## config.mk

```make
export PLATFORM = sky130hd
export DESIGN_NAME = seq_alu
export DESIGN_NICKNAME = d
export VERILOG_FILES = /design/src/rtl/seq_alu.sv
export SDC_FILE = /design/constraint.sdc
export NUM_CORES = 2
export LEC_CHECK = 0
export ABC_CLOCK_PERIOD_IN_PS = 12500
export BUFFER_PORTS_ARGS = -buffer_cell sky130_fd_sc_hd__buf_2
export CAP_MARGIN = 20
export CORE_MARGIN = 2
export CORE_UTILIZATION = 45
export DETAILED_ROUTE_END_ITERATION = 10
export PLACE_DENSITY_LB_ADDON = 0.12
export SYNTH_ARGS = -nofsm -noshare
export SYNTH_HDL_FRONTEND = slang
export SYNTH_SLANG_ARGS = --single-unit
```

## constraint.sdc

```tcl
create_clock -name clk -period 12.5 [get_ports clk]
set_input_delay 1.25 -clock clk [delete_from_list [all_inputs] [get_ports clk]]
set_output_delay 1.25 -clock clk [all_outputs]
set_load 0.01 [all_outputs]
```

## src/rtl/seq_alu.sv

```systemverilog
`default_nettype none
// ============================================================================
// Module   : seq_alu
// Purpose  : Multi-cycle ALU. Single-cycle ops finish with a registered
//            result one cycle after accept. Signed multiply (shift-add) and
//            signed divide (restoring) iterate one bit per cycle, followed by
//            a sign-correction cycle.
// Ports    : clk          - system clock (rising edge)
//            clear        - synchronous active-low reset
//            start        - request, accepted when busy=0 (IDLE or DONE)
//            opcode       - operation select, sampled on accept
//            branch_flag  - condition for the branch-add op
//            a, y, b      - operands (unary source, first, second/shift)
//            busy         - multi-cycle op in flight
//            done         - one-cycle pulse, result valid
//            result_hi/lo - upper/lower result words
//            zero         - {result_hi,result_lo} == 0
//            div_by_zero  - last completed op was a divide by zero
//            illegal_op   - last completed op had an unsupported opcode
// Revision : 1.0 - initial release
// ============================================================================
module seq_alu #(
  parameter int WIDTH = 32,
  parameter int SHW   = $clog2(WIDTH)
) (
  input  logic             clk,
  input  logic             clear,
  input  logic             start,
  input  logic [4:0]       opcode,
  input  logic             branch_flag,
  input  logic [WIDTH-1:0] a,
  input  logic [WIDTH-1:0] y,
  input  logic [WIDTH-1:0] b,
  output logic             busy,
  output logic             done,
  output logic [WIDTH-1:0] result_hi,
  output logic [WIDTH-1:0] result_lo,
  output logic             zero,
  output logic             div_by_zero,
  output logic             illegal_op
);

  typedef enum logic [2:0] {
    S_IDLE = 3'd0,
    S_MUL  = 3'd1,
    S_DIV  = 3'd2,
    S_FIX  = 3'd3,
    S_DONE = 3'd4
  } state_e;

  localparam logic [4:0]     OP_MUL   = 5'b01110;
  localparam logic [4:0]     OP_DIV   = 5'b01111;
  localparam logic [SHW-1:0] CNT_LAST = SHW'(WIDTH - 1);

  state_e           state_q, state_d;
  logic [SHW-1:0]   cnt_q, cnt_d;
  logic             is_div_q, is_div_d;
  logic             neg_q, neg_d;          // quotient/product must be negated
  logic             rem_neg_q, rem_neg_d;  // remainder takes dividend sign
  logic             dbz_pend_q, dbz_pend_d;
  logic [WIDTH-1:0] y_q, y_d;              // raw dividend for the b==0 case
  logic [WIDTH-1:0] mag_q, mag_d;          // multiplicand or divisor magnitude
  logic [WIDTH-1:0] hi_q, hi_d;            // partial product hi / remainder
  logic [WIDTH-1:0] lo_q, lo_d;            // multiplier / dividend -> quotient
  logic             busy_q, busy_d;
  logic             done_q, done_d;
  logic [WIDTH-1:0] res_hi_q, res_hi_d;
  logic [WIDTH-1:0] res_lo_q, res_lo_d;
  logic             zero_q, zero_d;
  logic             dbz_q, dbz_d;
  logic             ill_q, ill_d;

  // ---------------------------------------------------------------- single ops
  logic [SHW-1:0]   sh_amt;
  logic [SHW-1:0]   sh_neg;
  logic             sh_big;
  logic [WIDTH-1:0] single_res;
  logic             single_ill;

  always_comb begin
    sh_amt     = b[SHW-1:0];
    // (WIDTH - s) mod WIDTH; a zero rotate then ORs y with itself.
    sh_neg     = SHW'(0) - sh_amt;
    sh_big     = |b[WIDTH-1:SHW];
    single_res = '0;
    single_ill = 1'b0;
    unique case (opcode)
      5'b00000, 5'b00001, 5'b00010,
      5'b00011, 5'b01011: single_res = y + b;
      5'b00100:           single_res = y - b;
      5'b00101:           single_res = sh_big ? '0 : (y >> sh_amt);
      5'b00110:           single_res = sh_big ? '0 : (y << sh_amt);
      5'b00111:           single_res = (y >> sh_amt) | (y << sh_neg);
      5'b01000:           single_res = (y << sh_amt) | (y >> sh_neg);
      5'b01001, 5'b01100: single_res = y & b;
      5'b01010, 5'b01101: single_res = y | b;
      5'b10000:           single_res = '0 - a;
      5'b10001:           single_res = ~a;
      5'b10010:           single_res = branch_flag ? (y + b) : y;
      default:            single_ill = 1'b1;
    endcase
  end

  // -------------------------------------------------------- iteration datapath
  logic [WIDTH:0]     mul_sum;
  logic [WIDTH:0]     rem_shift;
  logic [WIDTH:0]     rem_diff;
  logic [2*WIDTH-1:0] prod_fix;
  logic [WIDTH-1:0]   quo_fix;
  logic [WIDTH-1:0]   rem_fix;
  logic [WIDTH-1:0]   abs_y;
  logic [WIDTH-1:0]   abs_b;

  always_comb begin
    // Unsigned magnitudes; the most-negative value maps to 2^(WIDTH-1) exactly.
    abs_y     = y[WIDTH-1] ? ('0 - y) : y;
    abs_b     = b[WIDTH-1] ? ('0 - b) : b;
    mul_sum   = {1'b0, hi_q} + {1'b0, (lo_q[0] ? mag_q : '0)};
    rem_shift = {hi_q, lo_q[WIDTH-1]};
    rem_diff  = rem_shift - {1'b0, mag_q};
    prod_fix  = neg_q ? ('0 - {hi_q, lo_q}) : {hi_q, lo_q};
    quo_fix   = neg_q ? ('0 - lo_q) : lo_q;
    rem_fix   = rem_neg_q ? ('0 - hi_q) : hi_q;
  end

  // --------------------------------------------------------- next-state logic
  always_comb begin
    state_d    = state_q;
    cnt_d      = cnt_q;
    is_div_d   = is_div_q;
    neg_d      = neg_q;
    rem_neg_d  = rem_neg_q;
    dbz_pend_d = dbz_pend_q;
    y_d        = y_q;
    mag_d      = mag_q;
    hi_d       = hi_q;
    lo_d       = lo_q;
    busy_d     = busy_q;
    done_d     = 1'b0;
    res_hi_d   = res_hi_q;
    res_lo_d   = res_lo_q;
    zero_d     = zero_q;
    dbz_d      = dbz_q;
    ill_d      = ill_q;

    case (state_q)
      S_IDLE, S_DONE: begin
        busy_d = 1'b0;
        if (start) begin
          cnt_d = '0;
          y_d   = y;
          neg_d = y[WIDTH-1] ^ b[WIDTH-1];
          hi_d  = '0;
          if (opcode == OP_MUL) begin
            is_div_d = 1'b0;
            mag_d    = abs_y;
            lo_d     = abs_b;
            busy_d   = 1'b1;
            state_d  = S_MUL;
          end else if (opcode == OP_DIV) begin
            is_div_d   = 1'b1;
            mag_d      = abs_b;
            lo_d       = abs_y;
            rem_neg_d  = y[WIDTH-1];
            dbz_pend_d = (b == '0);
            busy_d     = 1'b1;
            state_d    = S_DIV;
          end else begin
            done_d   = 1'b1;
            res_hi_d = '0;
            res_lo_d = single_res;
            zero_d   = (single_res == '0);
            dbz_d    = 1'b0;
            ill_d    = single_ill;
            state_d  = S_DONE;
          end
        end else begin
          state_d = S_IDLE;
        end
      end

      S_MUL: begin
        // Add-then-shift-right: the multiplier drains out of lo as the
        // product's low word shifts in.
        hi_d  = mul_sum[WIDTH:1];
        lo_d  = {mul_sum[0], lo_q[WIDTH-1:1]};
        cnt_d = cnt_q + SHW'(1);
        if (cnt_q == CNT_LAST) state_d = S_FIX;
      end

      S_DIV: begin
        // rem_diff[WIDTH] set means the trial subtraction went negative,
        // so the shifted remainder is kept (restored) and the quotient bit is 0.
        if (!rem_diff[WIDTH]) begin
          hi_d = rem_diff[WIDTH-1:0];
          lo_d = {lo_q[WIDTH-2:0], 1'b1};
        end else begin
          hi_d = rem_shift[WIDTH-1:0];
          lo_d = {lo_q[WIDTH-2:0], 1'b0};
        end
        cnt_d = cnt_q + SHW'(1);
        if (cnt_q == CNT_LAST) state_d = S_FIX;
      end

      S_FIX: begin
        busy_d  = 1'b0;
        done_d  = 1'b1;
        ill_d   = 1'b0;
        state_d = S_DONE;
        if (!is_div_q) begin
          res_hi_d = prod_fix[2*WIDTH-1:WIDTH];
          res_lo_d = prod_fix[WIDTH-1:0];
          zero_d   = (prod_fix == '0);
          dbz_d    = 1'b0;
        end else if (dbz_pend_q) begin
          res_hi_d = y_q;
          res_lo_d = '1;
          zero_d   = 1'b0;
          dbz_d    = 1'b1;
        end else begin
          res_hi_d = rem_fix;
          res_lo_d = quo_fix;
          zero_d   = ({rem_fix, quo_fix} == '0);
          dbz_d    = 1'b0;
        end
      end

      default: begin
        busy_d  = 1'b0;
        state_d = S_IDLE;
      end
    endcase
  end

  // ---------------------------------------------------------------- registers
  always_ff @(posedge clk) begin
    if (!clear) begin
      state_q    <= S_IDLE;
      cnt_q      <= '0;
      is_div_q   <= 1'b0;
      neg_q      <= 1'b0;
      rem_neg_q  <= 1'b0;
      dbz_pend_q <= 1'b0;
      y_q        <= '0;
      mag_q      <= '0;
      hi_q       <= '0;
      lo_q       <= '0;
      busy_q     <= 1'b0;
      done_q     <= 1'b0;
      res_hi_q   <= '0;
      res_lo_q   <= '0;
      zero_q     <= 1'b0;
      dbz_q      <= 1'b0;
      ill_q      <= 1'b0;
    end else begin
      state_q    <= state_d;
      cnt_q      <= cnt_d;
      is_div_q   <= is_div_d;
      neg_q      <= neg_d;
      rem_neg_q  <= rem_neg_d;
      dbz_pend_q <= dbz_pend_d;
      y_q        <= y_d;
      mag_q      <= mag_d;
      hi_q       <= hi_d;
      lo_q       <= lo_d;
      busy_q     <= busy_d;
      done_q     <= done_d;
      res_hi_q   <= res_hi_d;
      res_lo_q   <= res_lo_d;
      zero_q     <= zero_d;
      dbz_q      <= dbz_d;
      ill_q      <= ill_d;
    end
  end

  assign busy        = busy_q;
  assign done        = done_q;
  assign result_hi   = res_hi_q;
  assign result_lo   = res_lo_q;
  assign zero        = zero_q;
  assign div_by_zero = dbz_q;
  assign illegal_op  = ill_q;

endmodule
`default_nettype wire
```

# After elaboration in Yosys (flattened, before gate mapping)
# Index checks and enable logic that the tools add are counted.
# Widths: inputs -> output; s select.
word_totals:
  rom_bits: 0
  mem_count: 0
  wordCells: 158
  mem_bits_rw: 0
  reg_bits: 209
  latch_bits: 0
classes:
  n_addsub: 12
  n_eq_ne: 28
  multipliers: 0
  reduce_logical: 24
  bitwise: 7
  div: 0
  n_mux: 66
  n_lt_le_gt_ge: 0
  shift: 4
op_table:
  columns: ["op", "n"]
  rows:
  - ["$mux 32", 25]
  - ["$pmux 32 s11", 1]
  - ["$pmux 32 s3", 2]
  - ["$sub 1x32->32 const A", 5]
  - ["$logic_not 64->1", 2]
  - ["$pmux 32 s2", 2]
  - ["$or 32x32->32", 3]
  - ["$logic_not 32->1", 2]
  - ["$mux 64", 1]
  - ["$shl 32x5->32", 2]
  - ["$shr 32x5->32", 2]
  - ["$sub 1x64->64 const A", 1]
  - ["$eq 5x4->1 const B", 8]
  - ["$add 32x32->33", 1]
  - ["$sub 33x32->33", 1]
  - ["$add 32x32->32", 1]
  - ["$and 32x32->32", 1]
  - ["$not 32->32", 1]
  - ["$sub 32x32->32", 1]
  - ["$reduce_or 27->1", 1]
  - ["$mux 1", 23]
  - ["$eq 5x3->1 const B", 4]
  - ["$eq 5x5->1 const B", 4]
  - ["$reduce_or 17->1", 1]
  - ["26 further kinds", 46]

# Depth between registers and ports, before layout
logic_depth:
  ltp_word: 9
  ltp_mapped: 23
  depth_no_buf: 16

# Least setup slack after synthesis
# No wires, ideal clock.
synth_timing:
  kind: "input port to flip-flop"
  startpoint: "input port b[0]"
  endpoint: "register res_lo_q[30], in the netlist result_lo[30]"
  arrival_time_ns: 5.871
  setup_ns: 0.137
  cell_stages: 20
  path_slack_ns: 6.493
  path_buffers: 7
  required_ns: 12.363
  path_cell_list: "clkbuf_1 > buf_2 > buf_2 > buf_2 > inv_1 > ha_1 > xor2_1 > clkbuf_1 > clkbuf_1 > clkbuf_1 > mux2i_1 > nor2_1 > o21ai_0 > o2111ai_1 > a311oi_1 > nand3_1 > a2111oi_0 > o41ai_1 > a21oi_1 > a31oi_1"
synth_via:
  elab_chain_cells: 8
  elab_cells_between_ends: 17
  classes_between: "add/sub: 3; shift: 4; mux: 8; bitwise: 2"
synth_rtl:
  columns: ["element", "line", "text"]
  rows:
  - ["start, declared", "33", "input logic [WIDTH-1:0] b,"]
  - ["$sub 1x5->5", "83", "sh_neg = SHW'(0) - sh_amt;"]
  - ["$shr 32x5->32 or $shl 32x5->32 (tied branches)", "94, 93", null]
  - ["$or 32x32->32 (on tied branches)", "94, 93", null]
  - ["$pmux 32 s11 (*)", "87", "unique case (opcode)"]
  - ["$mux 32 (*)", "160", "end else if (opcode == OP_DIV) begin"]
  - ["$mux 32 (*)", "154", "if (opcode == OP_MUL) begin"]
  - ["$mux 32 (*)", "149", "if (start) begin"]
  - ["$pmux 32 s2 (*)", "146", "case (state_q)"]
  - ["end signal, assigned", "269", "res_lo_q <= res_lo_d;"]
  - ["end, declared", "68", "logic [WIDTH-1:0] res_lo_q, res_lo_d;"]
# Mark *: on every way between the ends. The rest lies on a longest branch, timed or not. The select of a mux whose other input is x is not followed.
# A chain may end at the register's enable or synchronous reset.

# Final worst setup path
layout_timing:
  startpoint: "input port b[0]"
  endpoint: "register zero_q, in the netlist zero"
layout_via:
  elab_chain_cells: 9
  elab_cells_between_ends: 20
  classes_between: "add/sub: 3; shift: 4; mux: 8; bitwise: 4; reduce/logical: 1"
layout_rtl:
  columns: ["element", "line", "text"]
  rows:
  - ["$sub 1x5->5", "83", null]
  - ["$shr 32x5->32 or $shl 32x5->32 (tied branches)", "94, 93", null]
  - ["$or 32x32->32 (on tied branches)", "94, 93", null]
  - ["$pmux 32 s11 (*)", "87", null]
  - ["$logic_not 32->1 (*)", "172", "zero_d = (single_res == '0);"]
  - ["$mux 1 (*)", "160", null]
  - ["$mux 1 (*)", "154", null]
  - ["$mux 1 (*)", "149", null]
  - ["$pmux 1 s2 (*)", "146", null]
  - ["end signal, assigned", "270", "zero_q <= zero_d;"]
  - ["end, declared", "69", "logic zero_q, zero_d;"]
# Marks and branches as above.

==> flow_metrics.env <==
export IMPL_status="finished, final reports clean"
export IMPL_synthAdderAreaFrac_pct=7.16
export IMPL_detailed_place_hpwl_um=125000
export IMPL_synth_seq_cells=209
export IMPL_cts_root_buf="clkbuf_16"
export IMPL_synth_area_per_cell_um2=7.10
export IMPL_slew_viol_final=0
export IMPL_worstSetupEndpointType="register"
export IMPL_tightest_slew_ns=1.15
export IMPL_final_setup_viol_count=0
export IMPL_clock_latency_ns=0.54
export IMPL_yosysSeqAreaShare_pct=13.7
export IMPL_row_count=95
export IMPL_critPathMaxFanout=44
export IMPL_ys_flop_type="dfxtp_1"
export IMPL_vias=36300
export IMPL_grt_total_usage_pct=47.3
export IMPL_finalHoldViolCount=0
export IMPL_dp_cells=5063
export IMPL_powerDensity_mw_per_mm2=81.5
export IMPL_wire_per_inst_um=33.4
export IMPL_drcViolationCount=0
export IMPL_synth_cell_types=92
export IMPL_clock_skew_ns=0.0154
export IMPL_final_layout_size_suffix_gt1_share_pct=13.2
export IMPL_fin_nets=4500
export IMPL_grt_pass1_wl_um=243000
export IMPL_clkTransAtPathRegs_ns=0.07
export IMPL_seqCellArea_mm2=0.00419
export IMPL_ir_worst_vdd_mv=0.0989
export IMPL_drv_cap=0
export IMPL_synth_edff_count=0
export IMPL_cts_setup_buffers=0
export IMPL_switchingPower_uw=1200
export IMPL_finalCritPeriodShare_pct=51.5
export IMPL_dieArea_mm2=0.0698
export IMPL_start_util_pct=45.4
export IMPL_startpoint_type="input port"
export IMPL_cts_tree="built"
export IMPL_cts_path_max_buffers=3
export IMPL_coreArea_mm2=0.0670
export IMPL_crit_arrival_ns=6.90
export IMPL_grt_util_met3_pct=12.8
export IMPL_overflow=0
export IMPL_fin_crit_ns=6.43
export IMPL_synthArstFlopShare_pct=0
export IMPL_synth_top_family_by_area="compound AO/OA/AOI/OAI gates"
export IMPL_yosysWarnings=0
export IMPL_combPwrFrac_pct=47.4
export IMPL_synthMuxAreaShare_pct=12.8
export IMPL_rsz0062_at_grt="false"
export IMPL_drtAntennaViolNets=0
export IMPL_cp_required_ns=12.97
export IMPL_cts_hold_buf=0
export IMPL_top_usage_layer="met2"
export IMPL_max_freq_mhz=155
export IMPL_slew_headroom_pct=22.9
export IMPL_antenna_found_initial=12
export IMPL_portBuffers=173
export IMPL_die_x_um=264
export IMPL_syn_inst=4287
export IMPL_htree_levels=1
export IMPL_hold_path_depth=2
export IMPL_cts_made_buffers=23
export IMPL_gr_usage_met1_pct=57.3
export IMPL_leakagePower_uw=0.0129
export IMPL_nFillCells=6942
export IMPL_grt_use_met2_pct=70.1
export IMPL_die_h_um=264
export IMPL_drt_first_pass_iters=7
export IMPL_worstHoldPathType="register to register"
export IMPL_via_per_inst=7.09
export IMPL_wl_um=171000
export IMPL_multi_input_area_mm2=0.0243
export IMPL_p_int_uw=1470
export IMPL_syn_nets=4564
export IMPL_cts_num_sinks=209
export IMPL_switching_share_pct=45.0
export IMPL_synth_compound_area_share_pct=28.9
export IMPL_drt_iter0_markers=4796
export IMPL_synth_xor_area_share_pct=7.10
export IMPL_grt_max_degree=99
export IMPL_ios=174
export IMPL_grt_pass1_vias=33300
export IMPL_final_cell_count_no_fill=5121
export IMPL_seq_power_share_pct=26.7
export IMPL_cts_resized=0
export IMPL_p_clk_share_pct=25.9
export IMPL_gp_congestion=1.20
export IMPL_worst_r2r_path_depth=14
export IMPL_netlist_area_mm2=0.0305
export IMPL_path_class="input port to register"
export IMPL_finalSetupTns_ns=0
export IMPL_synth_simple_area_share_pct=23.5
export IMPL_area_growth_pct=7.59
[kinds of logic (layout without fill, tap and decap cells)]
| family | count (synthesis) | after routing |
|---|---|---|
| XOR/XNOR | 247 | 247 |
| multiplexers | 254 | 254 |
| other | 0 | 8 |
| flip-flops | 209 | 209 |
| AO/OA/AOI/OAI | 1326 | 1326 |
| adder cells (fa/ha/maj) | 172 | 172 |
| buffers and inverters | 545 | 498 |
| AND/OR/NAND/NOR | 1534 | 1534 |
[per-stage QoR]
stage               utilization (%)  hold slack, ns  total power (uW)  setup WS (ns)  cell area [um2]
floorplan                         -           0.415              1480           6.49            30500
global placement               47.6           0.439              1920           5.75            31900
detailed placement             47.6           0.441              1910           5.83            31900
CTS                            48.7           0.450              2600           6.36            32700
global route                   48.9           0.466              2740           5.82            32700
finish                         48.9           0.449              2670           6.07            32800
[per-layer routing]
layer / vias to the layer above / routed length (um)
met1: 17200 / 62700
met2: 2700 / 71100
met4: 8 / 16800
met3: 702 / 20300
li1: 15700 / -
met5: - / 147
[state kept, by name, summed over array words and instances, names as in the netlist]
name,flops
y_q,32
is_div_q,1
cnt_q,5
mag_q,32
rem_neg_q,1
zero,1
state_q,3
dbz_pend_q,1
lo_q,32
result_hi,32
hi_q,32
busy,1
illegal_op,1
neg_q,1
done,1
div_by_zero,1
result_lo,32
[critical path: stages]
cell,delay (ns)
clkbuf_8,0.31
inv_1,0.34
ha_2,0.46
nor3b_1,0.84
xnor2_2,0.17
buf_4,0.37
nor2_1,0.22
nand2_1,0.39
nor3_1,0.10
or4_1,0.51
a211oi_1,0.60
nand4_1,0.15
nor4_1,0.38
buf_2,0.25
and4_1,0.19
and3_1,0.15
a32o_1,0.16
[layout by cell type, fill, tap and decap left out, types with 17 or more instances in the layout]
cell and instances:
a211oi_1 82, clkbuf_16 23, a21oi_1 316, o211ai_1 89
nand2_1 493, nand4_1 34, o22ai_1 51, nand3_1 81
nor3_1 121, buf_4 114, o41ai_1 19, mux2_2 35
nor2_1 455, dfxtp_1 206, a221oi_1 52, xor2_1 75
and2_1 17, o21bai_1 26, a21o_1 38, and3_1 26
mux4_2 104, or3_1 51, or2_2 31, o21a_1 21
mux2i_1 115, or4_1 43, ha_1 167, a31oi_1 33
buf_2 175, nor2b_1 30, o221ai_1 33, o31ai_1 41
nand2b_1 43, o21ai_0 276, nor4_1 45, xnor2_1 168
inv_1 154, a22oi_1 47
[path summary, 6_finish.rpt]
check / startpoint / to / slack (ns)
setup / recovery: b[0] / zero$_SDFFE_PN0P_ / 6.07
hold / removal: result_hi[24]$_SDFFE_PN0P_ / result_hi[24]$_SDFFE_PN0P_ / 0.45
setup reg to reg: hi_q[0]$_SDFFE_PN0P_ / zero$_SDFFE_PN0P_ / 7.30
hold reg to reg: result_hi[24]$_SDFFE_PN0P_ / result_hi[24]$_SDFFE_PN0P_ / 0.45
[synthesized netlist by cell type, types with 27 or more instances]
| library cell | count | area share [%] |
|---|---|---|
| a211oi_1 | 82 | 2.0 |
| a21o_1 | 38 | 0.94 |
| a21oi_1 | 318 | 5.2 |
| a221oi_1 | 52 | 1.5 |
| a22oi_1 | 47 | 1.2 |
| a31oi_1 | 33 | 0.68 |
| buf_1 | 41 | 0.51 |
| buf_2 | 27 | 0.44 |
| clkbuf_1 | 314 | 3.9 |
| dfxtp_1 | 209 | 14 |
| ha_1 | 168 | 6.9 |
| inv_1 | 154 | 1.9 |
| mux2_2 | 35 | 1.3 |
| mux2i_1 | 115 | 3.8 |
| mux4_2 | 104 | 7.7 |
| nand2_1 | 494 | 6.1 |
| nand2b_1 | 43 | 0.88 |
| nand3_1 | 81 | 1.3 |
| nand4_1 | 34 | 0.70 |
| nor2_1 | 460 | 5.7 |
| nor2b_1 | 30 | 0.62 |
| nor3_1 | 122 | 2.0 |
| nor4_1 | 45 | 0.92 |
| o211ai_1 | 89 | 2.2 |
| o21ai_0 | 277 | 4.6 |
| o221ai_1 | 33 | 0.95 |
| o22ai_1 | 51 | 1.0 |
| o31ai_1 | 41 | 1.0 |
| or2_2 | 31 | 0.64 |
| or3_1 | 51 | 1.0 |
| or4_1 | 43 | 1.1 |
| xnor2_1 | 171 | 4.9 |
| xor2_1 | 76 | 2.2 |
[power by group through the flow]
stage          combinational (uW)  clock [uW]  sequential, uW
5_1_grt                      1310         723             715
4_1_cts                      1190         700             713
3_3_place_gp                 1200           0             727
6_report                     1270         691             713
3_5_place_dp                 1190           0             728
2_1_floorplan                 760           0             716
[area by class of cell]
class	instances	share of cell area, %
Antenna cell	8	0.0611
Clock buffer	23	1.76
Clock inverter	19	0.527
Inverter	160	1.84
Multi-Input combinational cell	3533	74.2
Sequential cell	209	12.8
Tap cell	873	3.33
Timing Repair Buffer	296	5.54
(Power assumes the default switching activity.)
